<file path="src/rtl/lcd_capture_if.sv">
// Parallel RGB LCD bus as seen by the capture block, plus the qualified pixel
// stream, measurements, status and debug taps that the capture block returns.
//
// Handshake: there is no back-pressure anywhere. The bus side is qualified by
// tick (a sample is taken only on clock edges where tick=1); the pixel side is
// a one-clock pixel_valid strobe and the consumer must accept it on that clock.
interface lcd_capture_if #(
  parameter int X_BITS   = 10,
  parameter int Y_BITS   = 10,
  parameter int ERR_BITS = 16
);
  // LCD bus (driven by the display pipeline)
  logic                tick;
  logic                hs_n;
  logic                vs_n;
  logic                data_enable;
  logic [7:0]          red;
  logic [7:0]          green;
  logic [7:0]          blue;
  // Captured pixel stream
  logic                pixel_valid;
  logic [X_BITS-1:0]   pixel_x;
  logic [Y_BITS-1:0]   pixel_y;
  logic [7:0]          pixel_red;
  logic [7:0]          pixel_green;
  logic [7:0]          pixel_blue;
  // Frame timing measurement and status
  logic                frame_start;
  logic [X_BITS-1:0]   width;
  logic [Y_BITS-1:0]   height;
  logic                locked;
  logic                line_error;
  logic                frame_error;
  logic [ERR_BITS-1:0] error_count;
  // Debug taps: FSM state and last sampled hs_n level
  logic [1:0]          state_dbg;
  logic                hs_n_dbg;

  modport master (
    output tick, hs_n, vs_n, data_enable, red, green, blue,
    input  pixel_valid, pixel_x, pixel_y, pixel_red, pixel_green, pixel_blue,
    input  frame_start, width, height, locked, line_error, frame_error,
    input  error_count, state_dbg, hs_n_dbg
  );

  modport slave (
    input  tick, hs_n, vs_n, data_enable, red, green, blue,
    output pixel_valid, pixel_x, pixel_y, pixel_red, pixel_green, pixel_blue,
    output frame_start, width, height, locked, line_error, frame_error,
    output error_count, state_dbg, hs_n_dbg
  );
endinterface

</file>
<file path="src/rtl/lcd_capture.sv">
// Receiving end of the parallel RGB LCD bus. Regenerates pixel coordinates
// from DE/VS, emits a qualified pixel stream, measures active width/height and
// tracks lock with line/frame error reporting. hs_n does not take part in
// counting; DE alone delimits lines.
module lcd_capture #(
  parameter int X_BITS   = 10,
  parameter int Y_BITS   = 10,
  parameter int ERR_BITS = 16
) (
  input logic         clock,
  input logic         reset,
  lcd_capture_if.slave bus
);

  typedef enum logic [1:0] {
    HUNT    = 2'd0,
    MEASURE = 2'd1,
    LOCKED  = 2'd2
  } state_t;

  state_t              state_q;
  logic                prev_vs_n_q;
  logic                prev_de_q;
  logic                hs_n_q;
  logic [X_BITS-1:0]   x_count_q;
  logic [Y_BITS-1:0]   y_count_q;
  logic                ovf_q;        // current line saw a pixel with x saturated
  logic                first_line_q; // next closed line is the first of the frame
  logic                skip_line_q;  // line was already open at vs_fall: discard it
  logic                meas_bad_q;
  logic                pixel_valid_q;
  logic [X_BITS-1:0]   pixel_x_q;
  logic [Y_BITS-1:0]   pixel_y_q;
  logic [7:0]          pixel_red_q;
  logic [7:0]          pixel_green_q;
  logic [7:0]          pixel_blue_q;
  logic                frame_start_q;
  logic [X_BITS-1:0]   width_q;
  logic [Y_BITS-1:0]   height_q;
  logic                line_error_q;
  logic                frame_error_q;
  logic [ERR_BITS-1:0] error_count_q;

  // Per-tick decode; only consumed on clocks where tick=1.
  logic                vs_fall;
  logic                de_fall;
  logic                line_close;
  logic                px_take;
  logic                x_at_max;
  logic                line_bad;
  logic [Y_BITS-1:0]   y_line_d;
  logic                line_err_d;
  logic                frame_err_d;
  logic                meas_bad_line;
  logic [ERR_BITS:0]   err_sum;
  logic [ERR_BITS-1:0] err_count_d;

  assign vs_fall    = prev_vs_n_q & ~bus.vs_n;
  assign de_fall    = prev_de_q & ~bus.data_enable;
  assign line_close = de_fall & ~skip_line_q;
  assign px_take    = bus.data_enable & (state_q != HUNT);
  assign x_at_max   = &x_count_q;
  assign line_bad   = (x_count_q != width_q) | ovf_q;
  // y after the line close: the frame close on the same tick sees this value
  assign y_line_d   = (line_close && !(&y_count_q)) ? y_count_q + 1'b1 : y_count_q;
  assign line_err_d = line_close & (state_q == LOCKED) & line_bad;
  // In MEASURE the first line defines width, so only its overflow is bad
  assign meas_bad_line = line_close & (state_q == MEASURE) &
                         (first_line_q ? ovf_q : line_bad);
  // Frame check uses the state at the start of the tick, so a line error and a
  // frame error can both be reported on one tick
  assign frame_err_d = vs_fall & (state_q == LOCKED) & (y_line_d != height_q);

  // Saturating add of up to two error events
  always_comb begin
    err_sum     = {1'b0, error_count_q}
                + {{ERR_BITS{1'b0}}, line_err_d}
                + {{ERR_BITS{1'b0}}, frame_err_d};
    err_count_d = err_sum[ERR_BITS] ? {ERR_BITS{1'b1}} : err_sum[ERR_BITS-1:0];
  end

  // Sampling, counters, pixel path and lock FSM, advanced only on ticks
  always_ff @(posedge clock or posedge reset) begin
    if (reset) begin
      state_q       <= HUNT;
      prev_vs_n_q   <= 1'b1;
      prev_de_q     <= 1'b0;
      hs_n_q        <= 1'b0;
      x_count_q     <= '0;
      y_count_q     <= '0;
      ovf_q         <= 1'b0;
      first_line_q  <= 1'b0;
      skip_line_q   <= 1'b0;
      meas_bad_q    <= 1'b0;
      pixel_valid_q <= 1'b0;
      pixel_x_q     <= '0;
      pixel_y_q     <= '0;
      pixel_red_q   <= '0;
      pixel_green_q <= '0;
      pixel_blue_q  <= '0;
      frame_start_q <= 1'b0;
      width_q       <= '0;
      height_q      <= '0;
      line_error_q  <= 1'b0;
      frame_error_q <= 1'b0;
      error_count_q <= '0;
    end else if (bus.tick) begin
      prev_vs_n_q   <= bus.vs_n;
      prev_de_q     <= bus.data_enable;
      hs_n_q        <= bus.hs_n;
      pixel_valid_q <= px_take;
      frame_start_q <= vs_fall;
      line_error_q  <= line_err_d;
      frame_error_q <= frame_err_d;
      error_count_q <= err_count_d;

      if (px_take) begin
        pixel_x_q     <= x_count_q;
        pixel_y_q     <= y_count_q;
        pixel_red_q   <= bus.red;
        pixel_green_q <= bus.green;
        pixel_blue_q  <= bus.blue;
      end

      if (vs_fall || de_fall) begin
        x_count_q <= '0;
        ovf_q     <= 1'b0;
      end else if (bus.data_enable) begin
        if (x_at_max) ovf_q <= 1'b1;
        else          x_count_q <= x_count_q + 1'b1;
      end

      y_count_q <= vs_fall ? '0 : y_line_d;

      if (vs_fall) begin
        first_line_q <= 1'b1;
        skip_line_q  <= bus.data_enable;
      end else if (de_fall) begin
        first_line_q <= skip_line_q ? first_line_q : 1'b0;
        skip_line_q  <= 1'b0;
      end

      case (state_q)
        HUNT: begin
          if (vs_fall) begin
            state_q    <= MEASURE;
            meas_bad_q <= 1'b0;
          end
        end
        MEASURE: begin
          if (line_close && first_line_q) width_q <= x_count_q;
          if (vs_fall) begin
            if (!(meas_bad_q || meas_bad_line) && (y_line_d != '0)) begin
              height_q <= y_line_d;
              state_q  <= LOCKED;
            end
            meas_bad_q <= 1'b0;
          end else if (meas_bad_line) begin
            meas_bad_q <= 1'b1;
          end
        end
        LOCKED: begin
          if (vs_fall) begin
            if (frame_err_d || line_err_d) state_q <= MEASURE;
            meas_bad_q <= 1'b0;
          end else if (line_err_d) begin
            state_q    <= MEASURE;
            meas_bad_q <= 1'b1;
          end
        end
        default: state_q <= HUNT;
      endcase
    end else begin
      pixel_valid_q <= 1'b0;
      frame_start_q <= 1'b0;
      line_error_q  <= 1'b0;
      frame_error_q <= 1'b0;
    end
  end

  assign bus.pixel_valid = pixel_valid_q;
  assign bus.pixel_x     = pixel_x_q;
  assign bus.pixel_y     = pixel_y_q;
  assign bus.pixel_red   = pixel_red_q;
  assign bus.pixel_green = pixel_green_q;
  assign bus.pixel_blue  = pixel_blue_q;
  assign bus.frame_start = frame_start_q;
  assign bus.width       = width_q;
  assign bus.height      = height_q;
  assign bus.locked      = (state_q == LOCKED);
  assign bus.line_error  = line_error_q;
  assign bus.frame_error = frame_error_q;
  assign bus.error_count = error_count_q;
  assign bus.state_dbg   = state_q;
  assign bus.hs_n_dbg    = hs_n_q;

endmodule

</file>
<file path="src/flat_wrapper.sv">
// flat-port wrapper written by rule: the top's interface ports become plain ports
module lcd_capture_flat 
#(
  parameter int X_BITS   = 10,
  parameter int Y_BITS   = 10,
  parameter int ERR_BITS = 16
)
  (clock, reset, bus_tick, bus_hs_n, bus_vs_n, bus_data_enable, bus_red, bus_green, bus_blue, bus_pixel_valid, bus_pixel_x, bus_pixel_y, bus_pixel_red, bus_pixel_green, bus_pixel_blue, bus_frame_start, bus_width, bus_height, bus_locked, bus_line_error, bus_frame_error, bus_error_count, bus_state_dbg, bus_hs_n_dbg);
  lcd_capture_if #(.X_BITS(X_BITS), .Y_BITS(Y_BITS), .ERR_BITS(ERR_BITS)) bus_i ();
  input logic clock;
  input logic reset;
  input wire logic [$bits(bus_i.tick)-1:0] bus_tick;
  input wire logic [$bits(bus_i.hs_n)-1:0] bus_hs_n;
  input wire logic [$bits(bus_i.vs_n)-1:0] bus_vs_n;
  input wire logic [$bits(bus_i.data_enable)-1:0] bus_data_enable;
  input wire logic [$bits(bus_i.red)-1:0] bus_red;
  input wire logic [$bits(bus_i.green)-1:0] bus_green;
  input wire logic [$bits(bus_i.blue)-1:0] bus_blue;
  output wire logic [$bits(bus_i.pixel_valid)-1:0] bus_pixel_valid;
  output wire logic [$bits(bus_i.pixel_x)-1:0] bus_pixel_x;
  output wire logic [$bits(bus_i.pixel_y)-1:0] bus_pixel_y;
  output wire logic [$bits(bus_i.pixel_red)-1:0] bus_pixel_red;
  output wire logic [$bits(bus_i.pixel_green)-1:0] bus_pixel_green;
  output wire logic [$bits(bus_i.pixel_blue)-1:0] bus_pixel_blue;
  output wire logic [$bits(bus_i.frame_start)-1:0] bus_frame_start;
  output wire logic [$bits(bus_i.width)-1:0] bus_width;
  output wire logic [$bits(bus_i.height)-1:0] bus_height;
  output wire logic [$bits(bus_i.locked)-1:0] bus_locked;
  output wire logic [$bits(bus_i.line_error)-1:0] bus_line_error;
  output wire logic [$bits(bus_i.frame_error)-1:0] bus_frame_error;
  output wire logic [$bits(bus_i.error_count)-1:0] bus_error_count;
  output wire logic [$bits(bus_i.state_dbg)-1:0] bus_state_dbg;
  output wire logic [$bits(bus_i.hs_n_dbg)-1:0] bus_hs_n_dbg;
  assign bus_i.tick = bus_tick;
  assign bus_i.hs_n = bus_hs_n;
  assign bus_i.vs_n = bus_vs_n;
  assign bus_i.data_enable = bus_data_enable;
  assign bus_i.red = bus_red;
  assign bus_i.green = bus_green;
  assign bus_i.blue = bus_blue;
  assign bus_pixel_valid = bus_i.pixel_valid;
  assign bus_pixel_x = bus_i.pixel_x;
  assign bus_pixel_y = bus_i.pixel_y;
  assign bus_pixel_red = bus_i.pixel_red;
  assign bus_pixel_green = bus_i.pixel_green;
  assign bus_pixel_blue = bus_i.pixel_blue;
  assign bus_frame_start = bus_i.frame_start;
  assign bus_width = bus_i.width;
  assign bus_height = bus_i.height;
  assign bus_locked = bus_i.locked;
  assign bus_line_error = bus_i.line_error;
  assign bus_frame_error = bus_i.frame_error;
  assign bus_error_count = bus_i.error_count;
  assign bus_state_dbg = bus_i.state_dbg;
  assign bus_hs_n_dbg = bus_i.hs_n_dbg;
  lcd_capture #(.X_BITS(X_BITS), .Y_BITS(Y_BITS), .ERR_BITS(ERR_BITS)) u_core (.clock(clock), .reset(reset), .bus(bus_i));
endmodule
</file>
<file path="config.mk">
export PLATFORM = sky130hd
export DESIGN_NAME = lcd_capture_flat
export DESIGN_NICKNAME = d
export VERILOG_FILES = /design/src/rtl/lcd_capture_if.sv /design/src/rtl/lcd_capture.sv /design/src/flat_wrapper.sv
export SDC_FILE = /design/constraint.sdc
export NUM_CORES = 1
export LEC_CHECK = 0
export CORE_MARGIN = 5
export CORE_UTILIZATION = 51
export CTS_CLUSTER_SIZE = 30
export DETAILED_ROUTE_END_ITERATION = 16
export PLACE_DENSITY_LB_ADDON = 0.12
export SLEW_MARGIN = 10
export SYNTH_ARGS = -nofsm -noshare
export SYNTH_HDL_FRONTEND = slang
export SYNTH_SLANG_ARGS = --single-unit
</file>
<file path="constraint.sdc">
create_clock -name clock -period 4.6 [get_ports clock]
set_input_delay 1.15 -clock clock [delete_from_list [all_inputs] [get_ports clock]]
set_output_delay 1.15 -clock clock [all_outputs]
set_load 0.01 [all_outputs]
</file>
==> flow_metrics.tcl, run 1 <==
set metrics [dict create \
    drcViolationCount 0 \
    syn2layout_area_growth_pct 37.4 \
    insertion_delay_ns 0.53 \
    critPathTopFamily "simple AND/OR/NAND/NOR gates" \
    synth.ff_latch_count 113 \
    hp-class "register to register" \
    cts_buffer_depth 2 \
    layout_common_cells "nand2_1, clkdlybuf4s50_1, dfrtp_1" \
    netlist-cell-type-count 63 \
    required_ns 5.01 \
    final_hold_viol_count 0 \
    max_freq_mhz 230 \
    synth_area_mm2 0.00562 \
    drtIter0Drc 278 \
    slowest_stage "clkdlybuf4s50_1" \
    htree_levels 4 \
    antenna_found_initial 0 \
    grt-ovfl-total 0 \
    clock-sinks 113 \
    cts_tree "built" \
    numCtsBuffers 17 \
    final_common_cell "nand2_1" \
    drive_gt1_frac 0.134 \
    critPathMaxFanout 5 \
    slew_headroom 0.230 \
    final_antenna_net_count 0 \
    die_w_um 115 \
    skew_ns 0.00698 \
    die-height_um 115 \
    crit_arrival_ns 4.76 \
    final_cell_count_no_fill 889 \
    fillCellCount 861 \
    synth_top_area_frac 0.499 \
    tightest_slew_ns 1.15 \
    grt_max_degree 67 \
    yosysSeqAreaShare 0.503 \
    maxSlewViolCount 0 \
    core_mm2 0.0108 \
    avgViaCountPerCell 5.37 \
    place_hpwl_um 10500 \
    syn-num-nets 633 \
    hold_ws_ns 0.470 \
    synth_largest_area_cell "dfrtp_1" \
    setup_viol 0 \
    clk_root_buffer_cell "clkbuf_8" \
    first_pass_iters 5 \
    totalWireLength_um 14800 \
    p_leak_nw 3.66 \
    final_area_mm2 0.00772 \
    start_kind "primary input" \
    status "completed" \
    diodes 0 \
    portBuffers 117 \
    post_dp_cell_area_mm2 0.00710 \
    nNetsFinal 774 \
    placementRows 38 \
    synth_edf_count 0 \
    worst-path-buf-inv 1 \
    syn_area_per_cell_um2 9.45 \
    period_minus_slack_ns 4.35 \
    routabilityCongestion 0.907 \
    cp_common_cell "and3_1" \
    end_kind "register" \
    yosysWarnings 0 \
    wire_per_inst_um 16.7 \
    vdd_drop_max_v 0.000305 \
    path_clk_slew_ns 0.06 \
    synthTopCellsByArea "dfrtp_1, nand2_1, xor2_1" \
    post-route-util 0.713 \
    p_total_mw 3.81 \
    rsz0062_at_grt "no" \
    async_flop_share 1.00 \
    grt_pass1_wl_um 24100 \
    grt_pass1_vias 4841 \
    path_class "primary input to register" \
    synth_flop_cell "dfrtp_1" \
    routed-via-count 4778 \
    path_cells "clkdlybuf4s50_1 -> or3b_4 -> o21ai_0 -> o311ai_1 -> nor4_1 -> o2111ai_1 -> o21ai_2 -> nor2_1 -> fa_1 -> ha_1 -> and3_1 -> and3_1 -> and2_1 -> nand4_1 -> mux2_2" \
    slowest_delay_ns 0.48 \
    ioPinCount 118 \
    track_usage 0.233 \
    period_share 0.946 \
    post-cts-setup-buffers 0 \
    power_density_mw_per_mm2 493 \
    dp_cells 856 \
    die_area_mm2 0.0132 \
    synth_cells 595 \
    start_util 0.519 \
    drv_cap 0 \
]
[routing by layer]
metal,vias to the layer above,global-route usage,wire [um]
met2,141,0.380,7430
met1,2300,0.285,6140
li1,2305,-,-
met3,32,0.0705,854
met4,0,0.106,399
met5,-,0,0
[final timing paths]
| check | startpoint | to | slack [ns] | depth (start not counted) |
|---|---|---|---|---|
| max | bus_data_enable | u_core.bus.error_count[12] | 0.25 | 15 |
| min | u_core.bus.pixel_y[1] | u_core.bus.pixel_y[1] | 0.47 | 2 |
| max reg2reg | u_core.y_count_q[0] | u_core.bus.error_count[12] | 0.65 | 15 |
| min reg2reg | u_core.bus.pixel_y[1] | u_core.bus.pixel_y[1] | 0.47 | 2 |
| max in group asynchronous | reset | u_core.prev_vs_n_q | 2.65 | 3 |
| min in group asynchronous | reset | u_core.bus.pixel_green[4] | 1.16 | 2 |
[cell families after synthesis]
family / count (synthesis) / synth area share
AOI/OAI and AO/OA: 74 / 0.0899
muxes: 27 / 0.0512
adders and majority gates: 8 / 0.0191
and+or+nand+nor: 285 / 0.236
DFF: 113 / 0.503
buffers and inverters: 50 / 0.0385
xor gates and xnor gates: 38 / 0.0617
[Yosys cell counts (2+ instances only)]
cell type and n:
nand2_1 165, nand3_1 16, nor3_1 6, xnor2_1 14
clkbuf_1 23, and2_1 5, nor2b_1 6, o211ai_1 3
inv_1 18, a31oi_1 4, o2111ai_1 2, a21o_1 2
a21oi_1 11, buf_2 5, dfrtp_1 112, nor4_1 4
nand4_1 15, o2bb2ai_1 2, and4_1 3, o21a_1 2
nor2_1 37, nor4_2 2, mux2_2 14, o22ai_1 2
and3_1 9, ha_1 7, xor2_1 23, mux2i_1 13
buf_6 3, o21ai_0 27, o31ai_1 2, or3_1 3
o41ai_1 2, a22oi_1 2, nand2b_1 3
[flip-flops by register name (all words and copies together), names as in the netlist, 2 cells and up]
signal,cells
u_core.bus.error_count,16
u_core.bus.height,10
u_core.bus.pixel_blue,8
u_core.bus.pixel_green,8
u_core.bus.pixel_red,8
u_core.bus.pixel_x,10
u_core.bus.pixel_y,10
u_core.bus.state_dbg,2
u_core.bus.width,10
u_core.x_count_q,10
u_core.y_count_q,10
[final cells by class]
cell class	count	area (um^2)	area share
inverter	19	73.8	0.00956
timing repair buffer	152	1450	0.187
sequential	113	2830	0.366
tap	140	175	0.0227
clock inverter	14	186	0.0241
clock buffer	18	418	0.0541
multi-input combinational	433	2600	0.336
[through the flow]
| stage | TNS, ns | worst slack [ns] |
|---|---|---|
| finish | 0 | 0.250 |
| detailed placement | -3.55 | -0.293 |
| floorplan | 0 | 0.0551 |
| CTS | 0 | 0.240 |
| global placement | -3.85 | -0.307 |
| global route | 0 | 0.0135 |
[power breakdown]
| group | switching (mW) | total, mW | internal (mW) |
|---|---|---|---|
| sequential | 0.151 | 1.34 | 1.19 |
| clock | 0.476 | 1.35 | 0.877 |
| combinational | 0.547 | 1.11 | 0.564 |
| total | 1.17 | 3.81 | 2.63 |
[timing repair]
item / CTS / global route
hold buffers: 0 / 0
setup endpoints to repair: 0 / 3
resized for setup: 0 / 3
[worst min-delay path, cell delays in order (launching register included)]
cell and delay [ns]:
dfrtp_1 0.34, nand2_1 0.05, nand2_1 0.05
No activity file was read; power rests on OpenSTA's default activity.
==> run 2, diff against run 1 <==
--- a/config.mk
+++ b/config.mk
@@ -5,6 +5,7 @@
 export SDC_FILE = /design/constraint.sdc
 export NUM_CORES = 1
 export LEC_CHECK = 0
+export CAP_MARGIN = 5
 export CORE_MARGIN = 5
 export CORE_UTILIZATION = 51
 export CTS_CLUSTER_SIZE = 30
==> results of run 2 <==
The final DEF is identical to that of run 1; final timing and power are the same.
